--- config.mk ---
export PLATFORM = sky130hd
export DESIGN_NAME = pc_gen_flat
export DESIGN_NICKNAME = d
export VERILOG_FILES = /design/src/rtl/pc_gen_pkg.sv /design/src/rtl/pc_gen_if.sv /design/src/rtl/pc_gen_btb.sv /design/src/rtl/pc_gen.sv /design/src/flat_wrapper.sv
export SDC_FILE = /design/constraint.sdc
export NUM_CORES = 1
export LEC_CHECK = 0
export CAP_MARGIN = 20
export CORE_MARGIN = 1
export CORE_UTILIZATION = 46
export CTS_CLUSTER_DIAMETER = 200
export CTS_CLUSTER_SIZE = 8
export DETAILED_ROUTE_END_ITERATION = 7
export HOLD_SLACK_MARGIN = 0.06
export PLACE_DENSITY = 0.84
export SLEW_MARGIN = 20
export SYNTH_ARGS = -nofsm -noshare
export SYNTH_HDL_FRONTEND = slang
export SYNTH_HIERARCHICAL = 1
export SYNTH_SLANG_ARGS = --single-unit
--- constraint.sdc ---
create_clock -name clk -period 4.3 [get_ports clk]
set_clock_uncertainty 0.15 [all_clocks]
set_input_delay 0.86 -clock clk [delete_from_list [all_inputs] [get_ports clk]]
set_output_delay 0.86 -clock clk [all_outputs]
set_load 0.05 [all_outputs]
--- src/rtl/pc_gen_pkg.sv ---
// Shared constants for the fetch-address generator.
package pc_gen_pkg;

  localparam int unsigned INST_BYTES = 4;
  localparam logic [31:0] ZERO_WORD  = 32'h0;

  // Redirect source indices; lower index means older stage and higher priority.
  localparam int unsigned REDIR_EX = 0;
  localparam int unsigned REDIR_ID = 1;

  // Width of a redirect source index, never less than one bit.
  function automatic int unsigned src_width(input int unsigned n);
    return (n > 1) ? $clog2(n) : 1;
  endfunction

endpackage

--- src/rtl/pc_gen_if.sv ---
// Redirect, BTB update and fetch PC bundle between the pipeline and pc_gen.
interface pc_gen_if #(
  parameter int unsigned ADDR_W    = 32,
  parameter int unsigned NUM_REDIR = 2
);

  logic                        stall_i;
  logic [NUM_REDIR-1:0]        redir_valid_i;
  logic [NUM_REDIR*ADDR_W-1:0] redir_addr_i;
  logic                        upd_valid_i;
  logic [ADDR_W-1:0]           upd_pc_i;
  logic [ADDR_W-1:0]           upd_target_i;
  logic                        upd_taken_i;
  logic [ADDR_W-1:0]           pc_o;
  logic                        redir_o;
  logic                        pred_taken_o;

  modport master (
    output stall_i, redir_valid_i, redir_addr_i,
    output upd_valid_i, upd_pc_i, upd_target_i, upd_taken_i,
    input  pc_o, redir_o, pred_taken_o
  );

  modport slave (
    input  stall_i, redir_valid_i, redir_addr_i,
    input  upd_valid_i, upd_pc_i, upd_target_i, upd_taken_i,
    output pc_o, redir_o, pred_taken_o
  );

endinterface

--- src/rtl/pc_gen_btb.sv ---
// Direct-mapped branch target buffer: combinational lookup, one update per cycle,
// valid bits cleared by reset. Updates become visible the following cycle.
module pc_gen_btb #(
  parameter int unsigned ADDR_W    = 32,
  parameter int unsigned BTB_IDX_W = 4
) (
  input  logic              clk,
  input  logic              rst,
  input  logic [ADDR_W-1:0] lookup_pc_i,
  output logic              hit_o,
  output logic [ADDR_W-1:0] target_o,
  input  logic              upd_valid_i,
  input  logic [ADDR_W-1:0] upd_pc_i,
  input  logic [ADDR_W-1:0] upd_target_i,
  input  logic              upd_taken_i
);

  localparam int unsigned Entries = 1 << BTB_IDX_W;
  localparam int unsigned TagW    = ADDR_W - BTB_IDX_W - 2;

  logic [Entries-1:0] valid_q, valid_d;
  logic [TagW-1:0]    tag_q    [Entries];
  logic [TagW-1:0]    tag_d    [Entries];
  logic [ADDR_W-1:0]  target_q [Entries];
  logic [ADDR_W-1:0]  target_d [Entries];

  logic [BTB_IDX_W-1:0] lk_idx, upd_idx;
  logic [TagW-1:0]      lk_tag, upd_tag;
  logic [3:0]           unused_low_bits;

  assign lk_idx          = lookup_pc_i[BTB_IDX_W+1:2];
  assign lk_tag          = lookup_pc_i[ADDR_W-1:BTB_IDX_W+2];
  assign upd_idx         = upd_pc_i[BTB_IDX_W+1:2];
  assign upd_tag         = upd_pc_i[ADDR_W-1:BTB_IDX_W+2];
  assign unused_low_bits = {lookup_pc_i[1:0], upd_pc_i[1:0]};

  assign hit_o    = valid_q[lk_idx] && (tag_q[lk_idx] == lk_tag);
  assign target_o = target_q[lk_idx];

  // Taken resolution installs the entry; not-taken evicts only the matching branch.
  always_comb begin
    valid_d  = valid_q;
    tag_d    = tag_q;
    target_d = target_q;
    if (upd_valid_i) begin
      if (upd_taken_i) begin
        valid_d[upd_idx]  = 1'b1;
        tag_d[upd_idx]    = upd_tag;
        target_d[upd_idx] = upd_target_i;
      end else if (valid_q[upd_idx] && (tag_q[upd_idx] == upd_tag)) begin
        valid_d[upd_idx] = 1'b0;
      end
    end
  end

  // Only valid bits need reset; tag/target are qualified by valid.
  always_ff @(posedge clk) begin
    if (rst) valid_q <= '0;
    else     valid_q <= valid_d;
  end

  // Tag and target storage.
  always_ff @(posedge clk) begin
    tag_q    <= tag_d;
    target_q <= target_d;
  end

endmodule

--- src/rtl/pc_gen.sv ---
// Fetch PC generator: sequential advance, fixed-priority redirects with a pending
// slot that survives stalls, and an optional BTB enabled by PC_GEN_BTB_EN.
module pc_gen
  import pc_gen_pkg::*;
#(
  parameter int unsigned      ADDR_W    = 32,
  parameter int unsigned      NUM_REDIR = 2,
  parameter logic [ADDR_W-1:0] RESET_PC = '0,
  parameter int unsigned      BTB_IDX_W = 4
) (
  input logic     clk,
  input logic     rst,
  pc_gen_if.slave bus
);

  localparam int unsigned SrcW = src_width(NUM_REDIR);

  logic [ADDR_W-1:0] pc_q, pc_d;
  logic              redir_q, redir_d;
  logic              pend_v_q, pend_v_d;
  logic [SrcW-1:0]   pend_src_q, pend_src_d;
  logic [ADDR_W-1:0] pend_addr_q, pend_addr_d;

  logic              live_v;
  logic [SrcW-1:0]   live_idx;
  logic [ADDR_W-1:0] live_addr;
  logic              take_live;
  logic              btb_hit;
  logic [ADDR_W-1:0] btb_target;
  logic [ADDR_W-1:0] pred_next;

`ifdef PC_GEN_BTB_EN
  pc_gen_btb #(
    .ADDR_W    (ADDR_W),
    .BTB_IDX_W (BTB_IDX_W)
  ) u_btb (
    .clk          (clk),
    .rst          (rst),
    .lookup_pc_i  (pc_q),
    .hit_o        (btb_hit),
    .target_o     (btb_target),
    .upd_valid_i  (bus.upd_valid_i),
    .upd_pc_i     (bus.upd_pc_i),
    .upd_target_i (bus.upd_target_i),
    .upd_taken_i  (bus.upd_taken_i)
  );
`else
  logic unused_upd;
  assign btb_hit    = 1'b0;
  assign btb_target = '0;
  assign unused_upd = ^{bus.upd_valid_i, bus.upd_pc_i, bus.upd_target_i, bus.upd_taken_i};
`endif

  // Lowest-index live request wins; scan downward so the last hit is the lowest.
  always_comb begin
    live_v   = 1'b0;
    live_idx = '0;
    for (int k = NUM_REDIR - 1; k >= 0; k--) begin
      if (bus.redir_valid_i[k]) begin
        live_v   = 1'b1;
        live_idx = SrcW'(k);
      end
    end
  end

  assign live_addr = bus.redir_addr_i[int'(live_idx)*ADDR_W +: ADDR_W];
  // Equal index takes the live one so a newer redirect replaces an older one.
  assign take_live = live_v && (!pend_v_q || (live_idx <= pend_src_q));
  assign pred_next = btb_hit ? btb_target : pc_q + ADDR_W'(INST_BYTES);

  // Next-state for PC, flush marker and the pending redirect slot.
  always_comb begin
    pc_d        = pc_q;
    redir_d     = 1'b0;
    pend_v_d    = pend_v_q;
    pend_src_d  = pend_src_q;
    pend_addr_d = pend_addr_q;
    if (bus.stall_i) begin
      if (take_live) begin
        pend_v_d    = 1'b1;
        pend_src_d  = live_idx;
        pend_addr_d = live_addr;
      end
    end else if (take_live || pend_v_q) begin
      pc_d     = take_live ? live_addr : pend_addr_q;
      redir_d  = 1'b1;
      pend_v_d = 1'b0;
    end else begin
      pc_d = pred_next;
    end
  end

  // State registers with synchronous reset.
  always_ff @(posedge clk) begin
    if (rst) begin
      pc_q        <= RESET_PC;
      redir_q     <= 1'b0;
      pend_v_q    <= 1'b0;
      pend_src_q  <= '0;
      pend_addr_q <= '0;
    end else begin
      pc_q        <= pc_d;
      redir_q     <= redir_d;
      pend_v_q    <= pend_v_d;
      pend_src_q  <= pend_src_d;
      pend_addr_q <= pend_addr_d;
    end
  end

  assign bus.pc_o         = pc_q;
  assign bus.redir_o      = redir_q;
  assign bus.pred_taken_o = btb_hit;

endmodule

--- src/flat_wrapper.sv ---
// flat-port wrapper written by rule: the top's interface ports become plain ports
module pc_gen_flat import pc_gen_pkg::*;
#(
  parameter int unsigned      ADDR_W    = 32,
  parameter int unsigned      NUM_REDIR = 2,
  parameter logic [ADDR_W-1:0] RESET_PC = '0,
  parameter int unsigned      BTB_IDX_W = 4
)
  (clk, rst, bus_stall_i, bus_redir_valid_i, bus_redir_addr_i, bus_upd_valid_i, bus_upd_pc_i, bus_upd_target_i, bus_upd_taken_i, bus_pc_o, bus_redir_o, bus_pred_taken_o);
  pc_gen_if #(.ADDR_W(ADDR_W), .NUM_REDIR(NUM_REDIR)) bus_i ();
  input logic clk;
  input logic rst;
  input wire logic [$bits(bus_i.stall_i)-1:0] bus_stall_i;
  input wire logic [$bits(bus_i.redir_valid_i)-1:0] bus_redir_valid_i;
  input wire logic [$bits(bus_i.redir_addr_i)-1:0] bus_redir_addr_i;
  input wire logic [$bits(bus_i.upd_valid_i)-1:0] bus_upd_valid_i;
  input wire logic [$bits(bus_i.upd_pc_i)-1:0] bus_upd_pc_i;
  input wire logic [$bits(bus_i.upd_target_i)-1:0] bus_upd_target_i;
  input wire logic [$bits(bus_i.upd_taken_i)-1:0] bus_upd_taken_i;
  output wire logic [$bits(bus_i.pc_o)-1:0] bus_pc_o;
  output wire logic [$bits(bus_i.redir_o)-1:0] bus_redir_o;
  output wire logic [$bits(bus_i.pred_taken_o)-1:0] bus_pred_taken_o;
  assign bus_i.stall_i = bus_stall_i;
  assign bus_i.redir_valid_i = bus_redir_valid_i;
  assign bus_i.redir_addr_i = bus_redir_addr_i;
  assign bus_i.upd_valid_i = bus_upd_valid_i;
  assign bus_i.upd_pc_i = bus_upd_pc_i;
  assign bus_i.upd_target_i = bus_upd_target_i;
  assign bus_i.upd_taken_i = bus_upd_taken_i;
  assign bus_pc_o = bus_i.pc_o;
  assign bus_redir_o = bus_i.redir_o;
  assign bus_pred_taken_o = bus_i.pred_taken_o;
  pc_gen #(.ADDR_W(ADDR_W), .NUM_REDIR(NUM_REDIR), .RESET_PC(RESET_PC), .BTB_IDX_W(BTB_IDX_W)) u_core (.clk(clk), .rst(rst), .bus(bus_i));
endmodule
==> metrics.md, run 1 <==
| Metric | Value |
|---|---|
| Fin crit share | 70.6% |
| Psw | 524 µW |
| Comb power frac | between 20% and 30% |
| GRT Overall Usage | 26.6% |
| CP max-delay cell | or3_1 |
| CTS tree | done |
| Pwr/cell area | 318 mW/mm² |
| Placement Cell Area | between 0.004 and 0.005 mm² |
| Remaining DRCs | 0 |
| Diode count | 0 |
| Worst-path clk slew | 0.07 ns |
| Core area | 0.00781 mm² |
| Status | finished, final reports clean |
| Hold slack final | 0.314 ns |
| Slew headroom | 44.8% |
| Drt pass-1 iters | 5 |
| Skew-Pair Late Insertion Delay | 0.34 ns |
| TNS Setup | 0 ns |
| Ys async rst share | 0% |
| Final Hold Vio Count | 0 |
| Setup WS pre-CTS | ~0.95 ns |
| Share of cells above drive strength 1 | 7.19% |
| Root Driver | clkbuf_8 |
| Internal power | 1.07 mW |
| Post-cts sizing count | 0 |
| Synth Net Count | 602 |
| Vias per cell | between 6 and 7 |
| Synthesized area | 0.00377 mm² |
| Avg WL per Cell | 16.8 µm |
| Final ANT Viol Nets | 0 |
| 1st-iter DRT viols | around 430 |
| Finished Cell Area | 0.00502 mm² |
| CP required | about 4.4 ns |
| Worst Path Max Fanout | 13 |
| Row count | 32 |
| Total number of yosys warnings | 6 |
| Max-Cap Viols | 0 |
| Post-synth EDFFs | 0 |
| Distinct cells, synth | 58 |
| Setup crit start | bus_redir_valid_i[1] |
| FMAX | 330 MHz |
| Post-Syn Instances | 466 |
| Synthesis-to-finish area growth | 33.1% |
| Seq pwr share | between 40 and 50% |
| DIE AREA | between 0.008 and 0.009 mm² |
| Number of global-route vias before repair | 3633 |
| Min Tclk post-route | 3.03 ns |
| Final Setup Violations | 0 |
| RSZ-0062 raised after global routing | false |
| Final HPWL from detailed placement | 7740 µm |
| Crit path cell chain | clkdlybuf4s50_1, buf_4, or3_1, nor2_4, nand2_1, or4b_1, a31oi_1 |
| H-tree depth | 3 |
| GPL Wtd Cong | 0.920 |
| CTS sink cnt | 67 |
| Hold buffers post-CTS | 0 |
| Overflow after GRT | 0 |
| Largest net degree at the start of global routing | 63 |
| Critical path data arrival time | 3.16 ns |
| Initial antenna violation count | 0 |
| Static Leak | 1.91 nW |
| CP Capture Type | flop |
| Post-Place Cells | around 640 |
| Hold path start | u_core/bus.pc_o[0] |
| Crit path kind | primary input to flop |
| Nets@finish | 688 |
| Drt total wl | about 11000 µm |
| Vias | 4024 |
| Max Root-Sink Buffers | 2 |
| Starting density of the core | 48.3% |
| Dominant synthesized flop cell | dfxtp_1 |
| Post-route worst setup slack | 1.27 ns |
| Max rail drop VDD | ~150 µV |
| Worst reg2reg startpoint | u_core/bus.pc_o[2] |
| Clock Power Share | 28.4% |
| Hold Crit Class | flop to flop |
| Worst Setup Start Kind | primary input |
| Least-Margin Pin Slew | just over 0.8 ns |
| Final Max Slew Viols | 0 |
| Die W | between 90 and 100 µm |
| CTS Buf Count | 9 |
| Sequential fraction of the synthesis area | 35.6% |
| FF-to-FF path depth | 6 |
| Die height | 92.5 µm |
| First-pass GRT wire length | about 18000 µm |
| Switching share of total power | 32.9% |
| Worst Hold Depth | 2 |
| IO buf count | 101 |
| Flops & latches, synth | 67 |
| Setup bufs post-CTS | 0 |
| CP peak stage delay | 0.53 ns |
| I/O pin count | around 170 |
| Synth Area per Inst | 8.09 µm² |
| Non-Filler Instances | 658 |
==> registers in the layout, indices dropped and copies added, names as in the netlist <==
signal,cells
u_core/pend_addr_q,32
u_core/pend_src_q,1
u_core/pend_v_q,1
u_core/bus.redir_o,1
u_core/bus.pc_o,32
==> per-stage QoR <==
step | utilization, % | power [mW]
CTS | 64.3 | 1.59
detailed placement | 62.2 | 1.15
global placement | 62.2 | 1.14
finish | 64.3 | 1.59
global route | 64.3 | 1.66
floorplan | - | 0.983
==> layout by cell type, fill, tap and decap left out, types with 3 or more instances in the layout <==
master / synthesis / routed
a211oi_1: 49 / 49
buf_4: 1 / 14
a32oi_1: 3 / 3
clkinv_2: 0 / 3
clkdlybuf4s50_1: 0 / 100
or3_1: 4 / 4
o211ai_1: 14 / 14
dfxtp_1: 67 / 67
o21ai_0: 18 / 18
nor2_1: 60 / 59
nand2_1: 41 / 41
xnor2_1: 4 / 4
nor3_1: 7 / 7
a31oi_1: 19 / 19
mux2i_1: 31 / 31
nand3_1: 13 / 13
nand4_1: 11 / 11
nor4_1: 4 / 4
clkbuf_8: 0 / 10
nand2b_1: 7 / 6
a21oi_1: 15 / 15
inv_1: 4 / 4
a22oi_1: 3 / 3
and3_1: 6 / 6
nand4b_1: 3 / 3
==> cell type report <==
class,count,area [µm²]
Clock inverter,3,15.0
Fill cell,672,2790
Clock buffer,12,145
Timing Repair Buffer,116,1130
Tap cell,102,128
Multi-Input combinational cell,353,2240
Sequential cell,67,1340
Inverter,5,18.8
==> path summary, 6_finish.rpt <==
check	to	slack, ns
max	u_core/bus.pc_o[15]	1.27
min	u_core/bus.pc_o[0]	0.31
max reg2reg	u_core/bus.pc_o[26]	1.90
min reg2reg	u_core/bus.pc_o[0]	0.31
==> Yosys cell counts, types with 2 or more instances <==
cell,count,share of area [%]
o211a_1,2,0.53
or3_1,4,0.66
nor4_1,4,0.66
nor2b_1,2,0.33
a211oi_1,49,9.8
mux2i_1,31,8.2
a32o_1,2,0.53
o211ai_1,14,2.8
nand4b_1,3,0.70
nand4_1,11,1.8
a31oi_1,19,3.2
nor2_1,60,6.0
and4_1,2,0.46
nand3_1,13,1.7
a21o_1,2,0.40
inv_1,4,0.40
nand2b_1,7,1.2
and2_1,2,0.33
dfxtp_1,67,36
or2_2,2,0.33
a32oi_1,3,0.70
nand2_1,41,4.1
o21ai_0,18,2.4
a21oi_1,15,2.0
o31ai_1,2,0.40
a22oi_1,3,0.60
clkbuf_1,26,2.6
and3_1,6,1.0
nor3_1,7,0.93
xnor2_1,4,0.93
mux2_2,2,0.60
buf_2,13,1.7
==> cells by family after synthesis <==
| kind of cell | synth area share (%) |
|---|---|
| AO/OA/AOI/OAI | 26.0 |
| XOR/XNOR | 0.929 |
| adder cells (fa/ha/maj) | 0.332 |
| buffers and inverters | 5.31 |
| flip-flops | 35.6 |
| multiplexers | 8.83 |
| other | 0.0995 |
| AND/OR/NAND/NOR | 22.9 |
==> routing by layer <==
layer,up-vias,global-route usage [%],routed length (µm)
met5,-,0,0
met2,205,41.4,5170
met4,0,14.3,344
met3,29,3.86,787
li1,1924,-,-
met1,1866,35.4,4760
==> critical path: cells and delay by family <==
family / cells / cell delay, ns
AND/OR/NAND/NOR: 4 / 1.55
buffers and inverters: 2 / 0.57
AO/OA/AOI/OAI: 1 / 0.17
==> power groups by stage <==
stage / combinational (mW) / sequential, mW / clock [mW]
after floorplan: 0.180 / 0.804 / 0
after global placement: 0.410 / 0.728 / 0
after detailed placement: 0.419 / 0.732 / 0
after CTS: 0.420 / 0.718 / 0.456
after global routing: 0.452 / 0.726 / 0.486
final: 0.422 / 0.720 / 0.452
Power figures use the tool's default switching activity.
==> run 2, diff against run 1 <==
--- a/config.mk
+++ b/config.mk
@@ -7,12 +7,12 @@
 export LEC_CHECK = 0
 export CAP_MARGIN = 20
 export CORE_MARGIN = 1
-export CORE_UTILIZATION = 46
+export CORE_UTILIZATION = 42
 export CTS_CLUSTER_DIAMETER = 200
 export CTS_CLUSTER_SIZE = 8
 export DETAILED_ROUTE_END_ITERATION = 7
 export HOLD_SLACK_MARGIN = 0.06
-export PLACE_DENSITY = 0.84
+export PLACE_DENSITY = 0.78
 export SLEW_MARGIN = 20
 export SYNTH_ARGS = -nofsm -noshare
 export SYNTH_HDL_FRONTEND = slang
==> constraint.sdc (replaced) <==
create_clock -name clk -period 2.8 [get_ports clk]
set_clock_uncertainty 0.15 [all_clocks]
set_input_delay 0.56 -clock clk [delete_from_list [all_inputs] [get_ports clk]]
set_output_delay 0.56 -clock clk [all_outputs]
set_load 0.05 [all_outputs]
==> metrics.md, run 2 (synthesis gave the netlist of run 1 again) <==
| Metric | Value |
|---|---|
| Status | finished, final reports clean |
| Setup crit end | bus_pc_o[11] |
| I/O pin count | 169 |
| Final Setup Violations | 0 |
| Nets@finish | 699 |
| R2R setup slack | a little under 0.6 ns |
| CTS sink cnt | 67 |
| Overflow after GRT | 0 |
| Slew headroom | 65.7% |
| CP Depth | 1 |
| Hold Crit Class | flop to flop |
| Finished Cell Area | a little over 0.005 mm² |
| Avg WL per Cell | 16.6 µm |
| First-pass GRT wire length | approximately 18000 µm |
| Vias | 4049 |
| Worst reg2reg startpoint | u_core/bus.pc_o[2] |
| Static Leak | between 1.5 and 2 nW |
| GPL Wtd Cong | 0.887 |
| Setup crit start | u_core/bus.pc_o[11] |
| Root Driver | clkbuf_8 |
| Max-Cap Viols | 0 |
| Fin crit share | 86.9% |
| RSZ-0062 raised after global routing | false |
| CP max-delay cell | clkdlybuf4s50_1 |
| Max Used Layer | met4 |
| Share of cells above drive strength 1 | 9.33% |
| Final ANT Viol Nets | 0 |
| CP required | around 2.1 ns |
| Synthesis-to-finish area growth | 37.6% |
| Wire length on met3 | between 800 and 900 µm |
| Max Root-Sink Buffers | 2 |
| TNS Setup | 0 ns |
| CP Capture Type | output port |
| Commonest non-fill, non-tap cell in the layout | clkdlybuf4s50_1 |
| Total power | 2.64 mW |
| CP peak stage delay | around 0.87 ns |
| Drt total wl | 11200 µm |
| Starting density of the core | 43.2% |
| Worst Setup Start Kind | flop |
| GRT Overall Usage | 24.1% |
| Die height | 96.7 µm |
| Worst path buffer plus inverter count | 1 |
| Row count | 34 |
| Setup bufs post-CTS | 0 |
| Die W | 96.7 µm |
| Worst Path Max Fanout | 9 |
| FMAX | approximately 410 MHz |
| Most frequent cells in the layout | 100 x clkdlybuf4s50_1, 67 x dfxtp_1, 59 x nor2_1 |
| Fillers | 783 |
| CTS Buf Count | 9 |
| Least-Margin Pin Slew | 0.512 ns |
| R2r endpoint | u_core/bus.pc_o[26] |
| Pwr/cell area | 509 mW/mm² |
| H-tree depth | 3 |
| Placement Cell Area | 0.00497 mm² |
| Skew-Pair Late Insertion Delay | 0.35 ns |
| Multi-input logic area | 0.00224 mm² |
| DIE AREA | 0.00936 mm² |
| CTS tree | done |
| Crit path cell chain | clkdlybuf4s50_1 |
| Post-cts sizing count | 0 |
| Final HPWL from detailed placement | 8030 µm |
| IO buf count | 101 |
| Number of global-route vias before repair | 3743 |
| Core area | around 0.0087 mm² |
| 1st-iter DRT viols | 337 |
| Max rail drop VDD | 219 µV |
| Worst-path clk slew | ~0.070 ns |
| Vias per cell | 5.99 |
| Critical path data arrival time | around 1.7 ns |
| Wire length on met2 | 5400 µm |
| Register area | 0.00134 mm² |
| Diode count | 0 |
| Hold buffers post-CTS | 0 |
| Remaining DRCs | 0 |
| Final Max Slew Viols | 0 |
| WL met1 | 4840 µm |
| FF-to-FF path depth | 6 |
| Drt pass-1 iters | 5 |
| Min Tclk post-route | 2.43 ns |
| Hold slack final | 0.306 ns |
| CP top delay family | buffers and inverters |
| Initial antenna violation count | 0 |
| Final Hold Vio Count | 0 |
| Crit path kind | flop to output port |
| Largest net degree at the start of global routing | 38 |
==> run 2: cell count changes in the layout (fill, tap and decap cells not counted) <==
cell	before	now
buf_12	1	3
buf_4	14	23
bufinv_16	0	1
clkbuf_1	2	1
clkbuf_8	10	12
clkinv_2	3	0
clkinvlp_4	0	2
==> run 2: metal layers <==
layer | up-vias | GRT usage [%]
met2 | 184 | 40.1
met3 | 22 | 5.13
li1 | 1946 | -
met1 | 1897 | 31.1
met4 | 0 | 7.81
met5 | - | 0
==> run 2: per-stage QoR <==
step	cells	util (%)	setup slack, ns
6_report	676	59.5	0.365
3_3_place_gp	660	57.0	0.164
2_1_floorplan	466	-	0.601
4_1_cts	676	59.5	0.362
5_1_grt	676	59.5	0.304
3_5_place_dp	660	57.0	0.137
==> run 2: power by group <==
group / internal, mW / total [mW] / switching (mW)
sequential: 1.03 / 1.10 / 0.0738
combinational: 0.292 / 0.666 / 0.375
clock: 0.485 / 0.867 / 0.383
==> run 2: cell type report <==
cell class                 instances  area share, %
sequential                        67           25.9
inverter                           5          0.362
multi-input combinational        353           43.2
tap                              108           2.61
clock buffer                      13           3.26
clock inverter                     3          0.869
timing repair buffer             127           23.9
==> run 2: how the worst min path moves through the flow <==
stage / slack (ns) / cells after the start / to / startpoint
after floorplan: 0.32 / 2 / u_core/pend_addr_q[16] / u_core/pend_addr_q[16]
after global placement: 0.30 / 2 / u_core/bus.pc_o[1] / u_core/bus.pc_o[1]
after detailed placement: 0.30 / 2 / u_core/bus.pc_o[1] / u_core/bus.pc_o[1]
after CTS: 0.31 / 2 / u_core/bus.pc_o[1] / u_core/bus.pc_o[1]
after global routing: 0.34 / 2 / u_core/bus.pc_o[1] / u_core/bus.pc_o[1]
final: 0.31 / 2 / u_core/bus.pc_o[1] / u_core/bus.pc_o[1]
